**src/rtl/fifo_hw_serializer.sv**
```systemverilog
// Drains halfwords from an FWFT FIFO and sends each LSB-first as a UART-style frame:
// one start bit, DATA_WIDTH data bits, one stop bit, each held CLKS_PER_BIT clocks.
module fifo_hw_serializer #(
  parameter int unsigned DATA_WIDTH   = 16,
  parameter int unsigned CLKS_PER_BIT = 16
) (
  input  logic                  clk,
  input  logic                  rst,
  input  logic                  en,
  input  logic                  fifo_empty,
  input  logic [DATA_WIDTH-1:0] fifo_rd_data,
  output logic                  fifo_rd,
  output logic                  tx,
  output logic                  busy,
  output logic                  frame_done
);

  localparam int unsigned CntW = $clog2(CLKS_PER_BIT);
  localparam int unsigned IdxW = $clog2(DATA_WIDTH + 1);

  typedef enum logic [1:0] {StIdle, StStart, StData, StStop} state_e;

  state_e                state_q, state_d;
  logic [DATA_WIDTH-1:0] shift_q, shift_d;
  logic [IdxW-1:0]       idx_q, idx_d;
  logic [CntW-1:0]       cnt_q, cnt_d;
  logic                  tx_q, tx_d;
  logic                  rd_q, rd_d;
  logic                  busy_q, busy_d;
  logic                  done_q, done_d;
  logic                  last_clk;

  assign last_clk = (cnt_q == CntW'(CLKS_PER_BIT - 1));

  always_comb begin
    state_d = state_q;
    shift_d = shift_q;
    idx_d   = idx_q;
    cnt_d   = cnt_q;
    tx_d    = tx_q;
    rd_d    = 1'b0;
    busy_d  = busy_q;
    done_d  = 1'b0;
    unique case (state_q)
      StIdle: begin
        tx_d   = 1'b1;
        busy_d = 1'b0;
        cnt_d  = '0;
        idx_d  = '0;
        // FWFT head is captured on the same edge that issues the pop strobe
        if (en && !fifo_empty) begin
          shift_d = fifo_rd_data;
          state_d = StStart;
          tx_d    = 1'b0;
          busy_d  = 1'b1;
          rd_d    = 1'b1;
        end
      end
      StStart: begin
        if (last_clk) begin
          cnt_d   = '0;
          idx_d   = '0;
          state_d = StData;
          tx_d    = shift_q[0];
        end else begin
          cnt_d = cnt_q + CntW'(1);
        end
      end
      StData: begin
        if (last_clk) begin
          cnt_d   = '0;
          shift_d = shift_q >> 1;
          if (idx_q == IdxW'(DATA_WIDTH - 1)) begin
            state_d = StStop;
            tx_d    = 1'b1;
          end else begin
            idx_d = idx_q + IdxW'(1);
            tx_d  = shift_q[1];
          end
        end else begin
          cnt_d = cnt_q + CntW'(1);
        end
      end
      StStop: begin
        // Registered pulse lands on the final stop-bit cycle
        done_d = (cnt_q == CntW'(CLKS_PER_BIT - 2));
        if (last_clk) begin
          cnt_d   = '0;
          state_d = StIdle;
          busy_d  = 1'b0;
          tx_d    = 1'b1;
        end else begin
          cnt_d = cnt_q + CntW'(1);
        end
      end
      default: state_d = StIdle;
    endcase
  end

  always_ff @(posedge clk) begin
    if (rst) begin
      state_q <= StIdle;
      shift_q <= '0;
      idx_q   <= '0;
      cnt_q   <= '0;
      tx_q    <= 1'b1;
      rd_q    <= 1'b0;
      busy_q  <= 1'b0;
      done_q  <= 1'b0;
    end else begin
      state_q <= state_d;
      shift_q <= shift_d;
      idx_q   <= idx_d;
      cnt_q   <= cnt_d;
      tx_q    <= tx_d;
      rd_q    <= rd_d;
      busy_q  <= busy_d;
      done_q  <= done_d;
    end
  end

  assign tx         = tx_q;
  assign fifo_rd    = rd_q;
  assign busy       = busy_q;
  assign frame_done = done_q;

endmodule

```
**config.mk**
```make
export PLATFORM = sky130hd
export DESIGN_NAME = fifo_hw_serializer
export DESIGN_NICKNAME = d
export VERILOG_FILES = /design/src/rtl/fifo_hw_serializer.sv
export SDC_FILE = /design/constraint.sdc
export NUM_CORES = 1
export LEC_CHECK = 0
export ABC_AREA = 0
export CORE_UTILIZATION = 40
export CTS_CLUSTER_DIAMETER = 200
export DETAILED_ROUTE_END_ITERATION = 8
export GPL_TIMING_DRIVEN = 0
export HOLD_SLACK_MARGIN = 0.06
export SYNTH_ARGS = -nofsm -noshare
export SYNTH_HDL_FRONTEND = slang
export SYNTH_SLANG_ARGS = --single-unit
export TNS_END_PERCENT = 30
```
**constraint.sdc**
```tcl
create_clock -name clk -period 4.5 [get_ports clk]
set_input_delay 0.45 -clock clk [delete_from_list [all_inputs] [get_ports clk]]
set_output_delay 0.45 -clock clk [all_outputs]
set_load 0.05 [all_outputs]
```
-- Word-level counts from Yosys, hierarchy flattened
Cells that the tools add are included.
- register bits after elaboration: 31
- bits of input ports: 20
- word-level logic and storage cells: 62
- add/sub/neg operators: 2
- equal/unequal tests: 12
- muxes and demuxes: 24
- bitwise gates (word level): 2
- reductions and logical operators: 14
- operators with widths (kind ; number):
    $mux W16 ; 2
    $pmux W16 S2 ; 1
    $mux W5 ; 3
    $pmux W5 S3 ; 1
    $ne A2 B2 Y1 const B ; 6
    $mux W2 ; 5
    $eq A4 B4 Y1 const B ; 2
    $pmux W2 S4 ; 1
    $pmux W4 S2 ; 1
    $mux W1 ; 7
    $reduce_and A3 Y1 ; 2
    $add A5 B1 Y5 const B ; 1
    $eq A5 B4 Y1 const B ; 1
    $reduce_and A5 Y1 ; 1
    $add A4 B1 Y4 const B ; 1
    $eq A2 B2 Y1 const B ; 2
    $mux W4 ; 1
    $pmux W1 S4 ; 1
    $reduce_and A4 Y1 ; 1
    $reduce_bool A2 Y1 ; 2
    $reduce_or A2 Y1 ; 2
    $reduce_bool A3 Y1 ; 1
    $reduce_or A3 Y1 ; 1
    $eq A2 B1 Y1 const B ; 1
    other kinds (6) ; 7

-- Logic depth before layout (Yosys ltp)
Gate-level depths: netlist (run 1).
- depth in word-level cells: 4
- depth in mapped cells: 9

-- Least setup slack after synthesis (run 1)
OpenSTA, ideal clock, no wires.
- kind: reg-to-reg
- start: reg state_q[0]
- end: reg state_q[1]
- library setup time: 0.128 ns
- arrival: 1.850 ns
- required time: 4.372 ns
- setup slack: 2.522 ns
- stages on the path, launching flop included: 8
- period minus slack after synthesis: 1.978 ns
- cell sequence: dfxtp_1 inv_1 ha_1 buf_6 or3_4 a222oi_1 mux2i_1 nor2_1
- word-level cells in the longest chain between the ends: 3
- elaborated cells between the ends (all ways): 11
- those cells by class: eq/ne (8); mux (1); reduce/logical (2)
- ends and longest elaborated chain (what ; line ; text):
    start: declaration ; 23 ; state_e state_q, state_d;
    start signal: assignment ; 102 ; state_q <= StIdle;
    start signal: assignment ; 111 ; state_q <= state_d;
    $eq A2 B2 Y1 (tied with other cells) ; 44 ; unique case (state_q)
    $ne A2 B2 Y1 (no line) ; n/a ;
    $reduce_and A5 Y1 (no line) ; n/a ;
Several ways; a longest one is shown, not always the timed one.
A chain may end at the register's enable or synchronous reset.

-- Worst setup path in the final report (run 1)
Ends and elaborated chain as after synthesis.

==> results.txt, run 1 <==
The signal on the critical path passes through inv_1 > ha_1 > buf_6 > or3_4 > a222oi_1 > mux2i_1 > nor2_1. The tools report the worst min-delay path startpoint as busy$_SDFFE_PP0P_. The height of the die came out at 63.19 um.

Type of element launching the critical path: a register. Dividing the synthesized area by the synthesized cell count gives 9.188 um2. For this configuration, the core starts out at a cell density of 43.18%. The tools report the total congestion overflow after global routing as 0. After the first detailed-routing iteration, the DRC count stood at 34. The count of final max-slew check failures is 0. The total setup violations reported at the end of the flow is 0. The tools report the share of power burned in registers as 35.0%. The H-tree generated during clock tree synthesis spans 2 levels. Transition at the pin with the smallest max-transition slack: 0.5848 ns. The run gives 21.1% as the clock power share. Summing over every cut layer, the via total after detailed routing is 1267. The family with the most delay on the worst path is compound AO/OA/AOI/OAI gates. Hold is met by 0.4835 ns. Of the synthesized area, sequential elements account for 41.44%. Counting every sink on the clock net gives 31. The class of the most critical setup path was reg2reg. For this run, the slowest stage of the critical path takes 0.55 ns. The slowest library cell on the worst path is a222oi_1. Final worst-path setup slack: 2.301 ns.

The core region is 3468 um2. In the final design database the tool counted 221 nets. Net switching fraction of the power: 38.11%. Net switching power of the design: 430.7 uW. For this run, the top clock speed supported by timing is 454.8 MHz. The average wire length per cell after detail routing works out to 13.48 um. The share of total power dissipated in combinational logic is 43.9%.

The filler cells instantiated in the layout total 331. The total wirelength of the detailed-routed design is 3222 um, and the flip-flop and latch count after synthesis is 31. The synthesized netlist devotes 16.96% of its cell area to compound gates. In this run the worst hold path is classified as reg2reg.

Along the worst path, the maximum fanout reaches 7. The worst setup path is captured at a register. The number of enable flip-flop cells after synthesis was 0. The flow ran to the end, and the final reports show no timing, DRC or antenna violations. TritonCTS built the clock tree. For the worst setup path, the data required time is 4.65 ns. In this run, distinct cell masters in the synthesized netlist total 31. Data arrives at the worst endpoint at 2.35 ns. Pin placement for this block handled 24 I/O pins.

The most used flip-flop cell after synthesis is dfxtp_1. Subtracting the final worst setup slack from the clock period gives 2.199 ns. Number of buffers and inverters on the critical path: 2. Most frequently used cell type in the post-synthesis netlist: dfxtp_1.

The number of placement rows came out at 21. Setup repair after global routing left no endpoint under its margin. The static leakage came out at 0.0006929 uW.

After synthesis, the largest family of logic cells by area is compound AO/OA/AOI/OAI gates. The largest voltage drop on the vdd net came out at 0.0002543 V. The wire-length estimate of the detail-placed layout is 2410 um. Summed over all failing endpoints, the final setup total negative slack is 0 ns. Number of port buffers: 22.

Yosys attributes the largest share of cell area to dfxtp_1 41%, mux2i_1 11%, a211oi_1 9.5%, ha_1 7.5%, nor2_1 5.8%. After synthesis, the share of cell area in mux cells is 11.36%. The number of failing hold endpoints at the final stage was 0; the internal power consumption was 699.3 uW. The tools report the number of standard cells in the final layout excluding fillers as 239.

The via count of the first global-routing pass is 1193. The cts-stage hold buffer count came out at 0. In this run the critical register-to-register path is launched from state_q[0]$_SDFFE_PP0P_.

For this run, the total global-route usage over all layers was measured as 17.69%. After synthesis, the most frequently instantiated cells are 31 x dfxtp_1, 23 x nor2_1, 19 x a211oi_1. For this design the ratio of total power to cell area is 602.5 nW/um2. The share of async-settable or async-resettable flops after synthesis was 0%; the number of buffers created by CTS was 5.

Max-cap violations in this run came to 0. After clock tree synthesis, the clock-pin slew on the worst setup and hold paths is 0.06 ns. Including well taps, the total number of placed cells is 231. 0 antenna diodes ended up in the layout. The logs give 0 for the initial antenna violation count and 0 for the count of antenna-violating nets left after detailed routing. Once the clock tree was built, the setup fixing pass inserted 0 buffers. Synthesis produced 163 cells. At the end of the flow the core is filled with cells to 54.08%. In this run, post-CTS repair resized a total of 0 instances.

The first detailed-routing pass took 4 iterations. The die covers 3993 um2. In the routed layout, each cell is associated on average with a via count of 5.301. The residual DRC count is 0, and the number of nets produced by synthesis is 192. The tools report the clock tree root buffer cell as clkbuf_8.

The first-pass GRT wire length is 5382 um, and the period utilization is 48.86%. The basic-gate share of the synthesized area counting and, or, nand and nor cells was 16.21%; the routability-driven placement congestion ratio was 0.7464. The post-route netlist has 7.254% of its cells at a drive strength greater than 1. For this run, the number of Yosys warnings is 0. The maximum clock path buffer count came out at 2. On the final layout, the worst clock skew is 0.003354 ns.

The later pin in the worst-skew pair is clocked with a latency of 0.28 ns. The synthesized netlist devotes 7.519% of its cell area to adder and majority cells. Entering global routing, the biggest net connects 11 pins. Headroom to the max-slew limit came out at 61.01%. From synthesis to final layout, the design area changed by 25.23%.

The pre-CTS worst setup slack is 2.185 ns. The critical path starts at state_q[0]$_SDFFE_PP0P_. The biggest area contributor in the post-synthesis netlist is dfxtp_1. X dimension of the die: 63.19 um. The xor and xnor area share after synthesis is 1.170%.

The cell area after synthesis is 1498 um2. Fraction of synthesized cell area taken by the top area cell type: 41.44%.
-- kinds of logic (layout without fill, tap and decap cells) --
kind of cell,after synthesis,in the layout
AND/OR/NAND/NOR,50,50
buffers and inverters,18,48
XOR/XNOR,2,2
flip-flops,31,31
adder cells (fa/ha/maj),9,9
AO/OA/AOI/OAI,36,36
multiplexers,17,17
-- routing by layer --
metal	global-route usage, %	vias up	share of wire [%]
li1	-	644	-
met1	20.51	582	44
met2	29.30	35	49
met3	7.065	6	5.3
met4	6.250	0	1.2
met5	0	-	0
-- per-stage QoR --
step	total power (uW)	cell area [um2]
after floorplan	774.7	1498
after global placement	874.9	1775
after detailed placement	900.4	1775
after CTS	1144	1876
after global routing	1220	1876
final	1130	1876
-- final timing paths --
| path | end | slack, ns | cells after the start |
|---|---|---|---|
| setup reg to reg | state_q[1]$_SDFFE_PP0P_ | 2.30 | 7 |
| hold / removal | busy$_SDFFE_PP0P_ | 0.48 | 2 |
| hold reg to reg | busy$_SDFFE_PP0P_ | 0.48 | 2 |
| setup / recovery | state_q[1]$_SDFFE_PP0P_ | 2.30 | 7 |
-- flip-flops by register name, summed over array words and instances (netlist names) --
signal / flops
cnt_q: 4
frame_done: 1
busy: 1
shift_q: 16
fifo_rd: 1
tx: 1
state_q: 2
idx_q: 5
-- worst register-to-register path: cells and delay by family, from the launching register on --
kind                     cells  cell delay, ns
adder cells (fa/ha/maj)      1            0.22
multiplexers                 1            0.26
AO/OA/AOI/OAI                1            0.55
buffers and inverters        2            0.23
flip-flops                   1            0.38
AND/OR/NAND/NOR              2            0.44
-- cell type report --
class                           instances  area, um2  share of cell area (%)
Tap cell                               46      57.56                   3.069
Timing Repair Buffer                   22      220.2                   11.74
Sequential cell                        31      620.6                   33.09
Clock buffer                            8      100.1                   5.337
Buffer                                 11      53.80                   2.869
Multi-Input combinational cell        114      797.0                   42.49
Inverter                                7      26.28                   1.401
-- power by group through the flow --
| stage | clock, uW | sequential [uW] | combinational (uW) |
|---|---|---|---|
| after floorplan | 0 | 411 | 364 |
| after global placement | 0 | 397 | 478 |
| after detailed placement | 0 | 403 | 498 |
| after CTS | 247 | 397 | 500 |
| after global routing | 264 | 405 | 551 |
| final | 238 | 396 | 496 |
-- layout by cell type, fill, tap and decap left out, types with 2 or more instances in the layout --
cell type	count
nand3_1	3
a21oi_1	5
dfxtp_1	31
and3_1	2
a22oi_1	2
clkbuf_8	7
ha_1	9
nor3_1	3
nand2_1	6
xnor2_1	2
clkbuf_1	7
inv_1	7
o21ai_0	4
mux2i_1	17
nor4_1	2
nand2b_1	3
a211oi_1	19
nand3b_1	2
clkdlybuf4s50_1	22
nor2_1	23
buf_2	4
or3_1	2
(Power assumes the default switching activity.)
==> run 2, diff against run 1 <==
==> constraint.sdc (replaced) <==
create_clock -name clk -period 1.8 [get_ports clk]
set_input_delay 0.18 -clock clk [delete_from_list [all_inputs] [get_ports clk]]
set_output_delay 0.18 -clock clk [all_outputs]
set_load 0.05 [all_outputs]
==> run 2 against run 1 <==
Net effect: the run now ends with negative setup slack left; combinational power increased to 2.7 times the previous value; critical path depth unchanged; die area unchanged; sequential power increased to 2.6 times the previous value; clock power increased to 2.5 times the previous value; clock-buffer cell count unchanged; sequential share of layout area decreased by 1.4 points; clock skew decreased by 0.00088 ns; register-to-register slack got worse by 2.4 ns; maximum frequency increased by 16%; first-iteration DRC count increased to 2.7 times the previous value; design area increased by 5.7%; largest cell class unchanged.
==> results.txt, run 2 (synthesized netlist as in run 1, its figures left out) <==
The run finished, with violations left. The checks that failed: negative setup slack. The internal portion of the total power is 1869 uW. The region available for standard cell placement spans 3468 um2. The clock tree synthesis step divided the H-tree into 2 levels. For this run, the top clock speed supported by timing is 525.3 MHz. Leaving out fill and tap cells, the most frequent cells in the layout are 27 x dfxtp_1, 23 x nor2_1, 22 x clkdlybuf4s50_1. The number of port buffers is 22, and the routability-driven placement congestion ratio is 0.7994.

The run gives 0.002469 ns as the largest clock skew in the final design. Of the available clock period, the critical path in the final layout requires 105.8%. Clock latency on the worst-skew pair, taken at its later pin, is 0.28 ns. STA puts the critical path data arrival time at 2.12 ns. For the pin with the worst max-slew slack, the measured transition is 0.4925 ns. The analysis attributes to net switching a power of 1103 uW.

The min-delay analysis places its worst path in the category in2reg. The depth of the worst register-to-register path is 7. Initial antenna violation count: 0. The post-route netlist has 17.44% of its cells at a drive strength greater than 1.

The static leakage was 0.0007065 uW. Once the floorplan was initialized, standard cells occupied 43.18% of the core. 0 antenna diodes ended up in the layout. The tools report the worst-case register-to-register setup slack as -0.10 ns. For this design the ratio of total power to cell area is 1499 nW/um2. The logs give 21 for the number of placement rows and 0 for the number of max-cap violations.

The cts-stage hold buffer count came out at 0. After detailed routing, the average wire length per cell comes to 12.64 um. Of all nets on the critical path, the largest fanout is 5.

TritonCTS created 5 clock buffers. Along the worst hold path, the cell count comes to 2. In this run the worst setup path terminates at idx_q[2]$_SDFFE_PP0P_. The origin of the critical flop-to-flop path was idx_q[0]$_SDFFE_PP0P_. The worst setup path is of the reg2reg kind. Summed over all failing endpoints, the final setup total negative slack is -0.3281 ns. After global routing the overflow that remains totals 0. The x dimension of the die is 63.19 um, and the largest voltage drop on the vdd net is 0.0006668 V. The via count of the first global-routing pass was 1197; the number of failing hold endpoints at the final stage was 0.

The violation count after the first detailed-route iteration was 91. The worst setup path is captured at a register. The flip-flop count of the largest register, all copies and words added is 16. For this run, the post-layout net count is 223. Total wirelength of the detailed-routed design: 3046 um. Entering global routing, the biggest net connects 11 pins.

Detailed routing inserted a total of 1273 vias. The largest registers in the layout are shift_q x16, idx_q x5, cnt_q x4. TritonCTS built the clock tree.

Setup repair after global routing could not meet its margin everywhere. The residual DRC count was 0. The clock network is responsible for 20.4% of the overall power. Using the TritonRoute via totals, the vias-per-cell ratio works out to 5.282.

The run gives 6 as the total setup violations reported at the end of the flow. The tools report the first-pass GRT wire length as 5361 um. The power share of the combinational group is 45.7%, and the area growth from synthesis to layout is 32.33%. Global routing used 17.29% of the available tracks. The I/O pin total is 24, and the count of final max-slew check failures is 0. The commonest non-fill, non-tap cell in the layout was dfxtp_1. The filler cell count was 340. Data on the critical path is required at its endpoint by 2.02 ns.

STA classifies the critical path startpoint as a register. The height of the die works out to 63.19 um. Worst reg2reg path endpoint: idx_q[2]$_SDFFE_PP0P_. Subtracting the final worst setup slack from the clock period gives 1.904 ns. The final worst-path setup slack was -0.1036 ns; the area of the die was 3993 um2. The tools report the number of clock sinks as 31.

In this run the tightest slew margin relative to its limit is 67.06%. Net switching is 37.12% of the power. Core utilization of the finished layout: 57.14%. The count of nets left with antenna violations once routing finished came out at 0. Clock tree root buffer cell: clkbuf_8. Clock-pin slew was measured on the worst setup and hold paths at 0.06 ns. The launch point of the worst path is idx_q[0]$_SDFFE_PP0P_.

Sequential cells burn 33.9% of the power. The first-pass detailed-route iteration total is 4. Counting along the longest clock path gives a buffer depth of 2.

More flip-flops sit in one register than any other, and that register is shift_q. The run gives 2203 um as the total half-perimeter wirelength after legalization and detailed placement.
## run 2: cell types whose count changed in the layout (fill, tap and decap cells not counted), sizes merged
cell,change
buf,+4
clkbuf,-2
## run 2: how the worst min path moves through the flow
stage | slack, ns | from | endpoint
final | 0.37 | rst | shift_q[13]$_SDFFE_PP0P_
after global routing | 0.40 | rst | shift_q[12]$_SDFFE_PP0P_
after CTS | 0.38 | rst | shift_q[12]$_SDFFE_PP0P_
after detailed placement | 0.47 | idx_q[1]$_SDFFE_PP0P_ | idx_q[1]$_SDFFE_PP0P_
after global placement | 0.46 | idx_q[1]$_SDFFE_PP0P_ | idx_q[1]$_SDFFE_PP0P_
after floorplan | 0.34 | en | fifo_rd$_SDFF_PP0_
## run 2: power groups by stage
stage	registers, uW	clock network [uW]	logic [uW]
floorplan	1030	0	920
global placement	1000	0	1220
detailed placement	1010	0	1240
CTS	1010	619	1320
global route	1030	655	1510
finish	1010	606	1360
## run 2: final cells by class
class | count | area (um2) | area share, %
Timing Repair Buffer | 25 | 242.7 | 12.25
Inverter | 7 | 26.28 | 1.326
Clock buffer | 8 | 100.1 | 5.051
Sequential cell | 31 | 628.1 | 31.69
Multi-Input combinational cell | 114 | 864.6 | 43.62
Buffer | 10 | 62.56 | 3.157
Tap cell | 46 | 57.56 | 2.904
## run 2: worst max-delay path: stages, from the launching register on
cell	delay, ns
dfxtp_2	0.35
ha_4	0.16
and3_4	0.18
ha_4	0.16
nand4b_1	0.19
a221o_1	0.37
or3_1	0.33
a21oi_1	0.11
## run 2: what timing repair did
action                     in CTS  in global routing
hold endpoints to repair        0                  0
setup endpoints to repair      24                 23
gates resized for setup         9                 11
gates cloned                    0                  0
buffers inserted                3                  0
pin swaps                       3                  1
## run 2: per-stage QoR
| stage | instance area (um2) | worst slack [ns] | hold slack [ns] | total power, uW | instances |
|---|---|---|---|---|---|
| floorplan | 1535 | -0.02313 | 0.3443 | 1954 | 163 |
| global placement | 1813 | -0.1603 | 0.4621 | 2215 | 231 |
| detailed placement | 1813 | -0.2273 | 0.4663 | 2252 | 231 |
| CTS | 1956 | -0.1078 | 0.3750 | 2948 | 241 |
| global route | 1982 | -0.2136 | 0.4004 | 3196 | 241 |
| finish | 1982 | -0.1036 | 0.3721 | 2971 | 241 |
## run 2: layer usage
layer / global-route usage [%] / up-vias / wire (um)
met3: 5.435 / 6 / 115
met2: 29.70 / 20 / 1467
met5: 0 / - / 0
met1: 19.44 / 598 / 1412
met4: 7.670 / 0 / 51
li1: - / 649 / -
